===== src/rtl/alu_result_stage.sv =====
// Result stage behind the compare unit: a 2-entry FIFO of {result, zero, neg}
// plus a saturating nonzero-result counter and a sticky upstream-flag error.
module alu_result_stage #(
  parameter int WIDTH = 32,
  parameter int CNTW  = 16
) (
  input  logic             clk,
  input  logic             rst_n,
  input  logic             in_valid,
  output logic             in_ready,
  input  logic [WIDTH-1:0] in_result,
  input  logic             in_flag,
  output logic             out_valid,
  input  logic             out_ready,
  output logic [WIDTH-1:0] out_result,
  output logic             out_zero,
  output logic             out_neg,
  input  logic             clr_stats,
  output logic [CNTW-1:0]  true_cnt,
  output logic             flag_err
);

  logic [WIDTH-1:0] res_q [2];
  logic [WIDTH-1:0] res_d [2];
  logic [1:0]       zero_q, zero_d;
  logic [1:0]       neg_q, neg_d;
  logic             wr_ptr_q, wr_ptr_d;
  logic             rd_ptr_q, rd_ptr_d;
  logic [1:0]       occ_q, occ_d;
  logic             in_ready_q, in_ready_d;
  logic [CNTW-1:0]  cnt_q, cnt_d;
  logic             err_q, err_d;
  logic             push, pop, in_zero;

  always_comb begin
    push    = in_valid && in_ready_q;
    pop     = (occ_q != 2'd0) && out_ready;
    in_zero = (in_result == '0);

    res_d  = res_q;
    zero_d = zero_q;
    neg_d  = neg_q;
    if (push) begin
      res_d[wr_ptr_q]  = in_result;
      zero_d[wr_ptr_q] = in_zero;
      neg_d[wr_ptr_q]  = in_result[WIDTH-1];
    end

    wr_ptr_d = wr_ptr_q ^ push;
    rd_ptr_d = rd_ptr_q ^ pop;
    occ_d    = occ_q + {1'b0, push} - {1'b0, pop};
    // Ready is registered from next occupancy so it never depends on out_ready
    // combinationally; it also stays low until the first edge after reset.
    in_ready_d = (occ_d != 2'd2);

    cnt_d = cnt_q;
    err_d = err_q;
    if (clr_stats) begin
      cnt_d = '0;
      err_d = 1'b0;
    end else if (push) begin
      if (!in_zero && (cnt_q != '1)) cnt_d = cnt_q + 1'b1;
      if (in_flag != in_zero) err_d = 1'b1;
    end
  end

  always_ff @(posedge clk or negedge rst_n) begin
    if (!rst_n) begin
      res_q      <= '{default: '0};
      zero_q     <= '0;
      neg_q      <= '0;
      wr_ptr_q   <= 1'b0;
      rd_ptr_q   <= 1'b0;
      occ_q      <= '0;
      in_ready_q <= 1'b0;
      cnt_q      <= '0;
      err_q      <= 1'b0;
    end else begin
      res_q      <= res_d;
      zero_q     <= zero_d;
      neg_q      <= neg_d;
      wr_ptr_q   <= wr_ptr_d;
      rd_ptr_q   <= rd_ptr_d;
      occ_q      <= occ_d;
      in_ready_q <= in_ready_d;
      cnt_q      <= cnt_d;
      err_q      <= err_d;
    end
  end

  assign in_ready   = in_ready_q;
  assign out_valid  = (occ_q != 2'd0);
  assign out_result = res_q[rd_ptr_q];
  assign out_zero   = zero_q[rd_ptr_q];
  assign out_neg    = neg_q[rd_ptr_q];
  assign true_cnt   = cnt_q;
  assign flag_err   = err_q;

endmodule


===== config.mk =====
export PLATFORM = sky130hd
export DESIGN_NAME = alu_result_stage
export DESIGN_NICKNAME = d
export VERILOG_FILES = /design/src/rtl/alu_result_stage.sv
export SDC_FILE = /design/constraint.sdc
export NUM_CORES = 1
export LEC_CHECK = 0
export ABC_CLOCK_PERIOD_IN_PS = 6000
export CAP_MARGIN = 10
export CORE_AREA = 3 3 91 93
export DETAILED_ROUTE_END_ITERATION = 8
export DIE_AREA = 0 0 94 96
export GPL_ROUTABILITY_DRIVEN = 0
export GPL_TIMING_DRIVEN = 0
export PLACE_DENSITY_LB_ADDON = 0.1
export SLEW_MARGIN = 10
export SYNTH_ARGS = -nofsm -noshare
export SYNTH_HDL_FRONTEND = slang
export SYNTH_SLANG_ARGS = --single-unit

===== constraint.sdc =====
create_clock -name clk -period 6 [get_ports clk]
set_input_delay 1.5 -clock clk [delete_from_list [all_inputs] [get_ports clk]]
set_output_delay 1.5 -clock clk [all_outputs]
set_load 0.005 [all_outputs]

==> flow_summary_export.csv <==
group,metric,value,unit
worst_setup_path,arrival,2540,ps
global_route,grt_remaining_overflow,0,
power,p_sw_share,28.3,%
global_route,first_global_vias,2936,
route,drc_errors,0,
final_layout,num-nets-final,462,
placement,dpl-instance-area,5200,um^2
worst_setup_path,worstReg2RegEnd,"true_cnt[10]",
min_path,whs_path_depth,1,
yosys,synthesis.area,4150,um^2
run,max-cap-violations,0,
worst_setup_path,worst-path-max-fanout,10,
final_layout,area_growth,30.6,%
outcome,status,"completed",
clocking,htree_levels,3,
clocking,post-cts-setup-buffer-count,0,
global_route,antenna_found_initial,0,
placement,placed_cells,510,
clocking,cts_tree,"built",
power,power.density,467,nW/um^2
timing,skew,14.9,ps
clocking,cts_root_buf,"clkbuf_8",
route,ant_nets,0,
power,pwr-share-comb,44.5,%
worst_setup_path,cp.required,4500,ps
final_layout,final_layout_size_suffix_gt1_share,30.0,%
yosys,synthCells,317,
yosys,seq_area_frac_synth,53.1,%
final_layout,final-instance-count-excl-fill,525,
timing,worst_pin_slew,703,ps
yosys,syn_avg_cell_area,13.1,um^2
timing,setup_tns,0,ps
timing,grt_setup_unrepaired,"false",
min_path,hold_class,"register to register",
clocking,clock-sinks,88,
timing,hold_violations,0,
floorplanning,start_util,54.5,%
floorplanning,die_w,94,um
clocking,path_clk_slew,80,ps
placement,port_buffers,90,
global_route,grt_pass1_wl,14600,um
route,wire_per_inst,16.8,um
route,drt-total-wl,8820,um
route,first_pass_iters,5,
yosys,synth-seq-cells,88,
yosys,syn_nets,360,
power,cell_internal_pwr,1.81,mW
clocking,post_cts_resized,0,
timing,slew_headroom,53.1,%
clocking,cts_made_buffers,9,
placement,post-dp-hpwl,6330,um
clocking,clock_path_buffers,2,
worst_setup_path,reg2reg_depth,7,
final_layout,layout_common_cells,"mux2_2 (99), clkdlybuf4s50_1 (89), dfrtp_1 (88)",
final_layout,final_common_cell,"mux2_2",
worst_setup_path,rr_startpoint,"true_cnt[0]",
floorplanning,dieArea,9020,um^2
global_route,grt_usage,20.9,%
yosys,synth.distinct_cells,38,
route,vias,2889,
worst_setup_path,cp-end-kind,"primary output",
timing,fmaxAchievable,0.247,GHz
timing,setup_viol,0,
power,clockPowerShare,17.9,%
final_layout,diodes,0,
min_path,min_to,"occ_q[1]",
power,ir_drop,0.257,mV
worst_setup_path,crit_type,"register to primary output",
clocking,clk_latency,360,ps
floorplanning,rows,32,
timing,period_share,67.4,%
power,p_sw,0.717,mW
global_route,grt_max_degree,53,
yosys,yosys_warnings,0,
floorplanning,die_y,96,um
timing,period_minus_slack,4040,ps
route,routed_via_density,5.50,
floorplanning,ios,91,
final_layout,fillers,559,
timing,drv_slew,0,
final_layout,postLayoutCellArea,5420,um^2
worst_setup_path,r2r_slack,3830,ps
floorplanning,design.core.area,7610,um^2
min_path,worstHoldStart,"occ_q[1]",
worst_setup_path,start_kind,"register",
power,p_leak,2.19,nW
power,pwr-share-seq,37.6,%
clocking,postCtsHoldBufs,0,
route,drt-initial-drc-count,81,
[logic make-up (layout without fill, tap and decap cells)]
| logic type | after synthesis | count (layout) | share of synthesized area (%) |
|---|---|---|---|
| buffers and inverters | 25 | 131 | 2.80 |
| adder cells (fa/ha/maj) | 5 | 5 | 1.51 |
| AND/OR/NAND/NOR | 62 | 62 | 9.08 |
| AO/OA/AOI/OAI | 29 | 29 | 4.37 |
| XOR/XNOR | 4 | 4 | 0.845 |
| multiplexers | 104 | 104 | 28.3 |
| flip-flops | 88 | 88 | 53.1 |
[per-layer routing]
layer	part of all wire, %	GRT usage (%)
met1	45	29.3
met2	48	32.0
met3	5.5	5.63
met4	0.80	6.50
met5	0	0
[per-stage QoR]
stage	power [mW]	hold slack, ps	utilization [%]	worst slack, ps
2_1_floorplan	1.56	458	-	3090
3_3_place_gp	2.06	476	68.1	318
3_5_place_dp	2.10	488	68.4	2230
4_1_cts	2.56	504	71.2	1920
5_1_grt	2.70	528	71.2	1810
6_report	2.53	498	71.2	1960
[area by class of cell]
cell class	count	area, um^2	share of cell area, %
plain buffers	18	90.1	1.66
well taps	102	128	2.36
clock inverters	6	92.6	1.71
repair buffers	91	926	17.1
multi-input cells	204	1830	33.8
clock buffers	9	124	2.29
inverters	7	26.3	0.485
flip-flops and latches	88	2200	40.6
[power by group through the flow]
| stage | Sequential (mW) | Combinational [mW] | Clock [mW] |
|---|---|---|---|
| 6_report | 0.950 | 1.13 | 0.454 |
| 3_3_place_gp | 0.944 | 1.12 | 0 |
| 2_1_floorplan | 0.925 | 0.636 | 0 |
| 5_1_grt | 0.983 | 1.23 | 0.488 |
| 3_5_place_dp | 0.964 | 1.14 | 0 |
| 4_1_cts | 0.951 | 1.15 | 0.461 |
[how the worst max path moves through the flow]
stage	from	to	slack [ps]	cells past startpoint
floorplan	rd_ptr_q	out_result[31]	3090	4
global placement	rst_n	res_q[62]	320	1
detailed placement	in_valid	res_q[52]	2230	7
CTS	rd_ptr_q	out_result[31]	1920	5
global route	rd_ptr_q	out_result[31]	1810	5
finish	rd_ptr_q	out_result[31]	1960	5
[worst max-delay path: stages, from the launching register on]
cell and delay, ps:
dfrtp_1 330, clkbuf_1 300, buf_1 590, mux2_2 420, buf_4 130, clkdlybuf4s50_1 430
[Yosys cell counts]
library cell	count	area, um^2
dfrtp_1	88	2200
and4_1	1	8.76
or4_1	4	30.0
nand4_4	1	21.3
or3_1	5	31.3
nand2_1	9	33.8
o31ai_1	4	30.0
nand2b_1	1	6.26
xnor2_1	3	26.3
xor2_1	1	8.76
nor4_2	1	12.5
buf_4	2	15.0
and3_1	2	12.5
buf_1	3	11.3
o21ai_0	4	20.0
nor2_1	7	26.3
nand4_1	3	18.8
buf_6	2	22.5
a21oi_1	10	50.1
nor4b_1	1	8.76
or3b_2	1	8.76
clkbuf_1	11	41.3
ha_1	5	62.6
nand3_1	4	20.0
nor2b_1	5	31.3
nor4_1	11	68.8
o21ai_1	6	30.0
o21ai_4	1	16.3
inv_1	7	26.3
o311ai_0	1	8.76
mux2_1	4	45.0
o41ai_1	2	17.5
o2111ai_1	1	8.76
or2_2	1	6.26
and2_1	4	25.0
mux2_2	99	1110
nor2_2	1	6.26
mux2_4	1	15.0
[sequential cells by signal (all words and copies together) (netlist names)]
signal / flops
res_q: 63
occ_q: 2
flag_err: 1
true_cnt: 16
zero_q: 2
neg_q: 1
in_ready: 1
wr_ptr_q: 1
rd_ptr_q: 1
(Power assumes the default switching activity.)
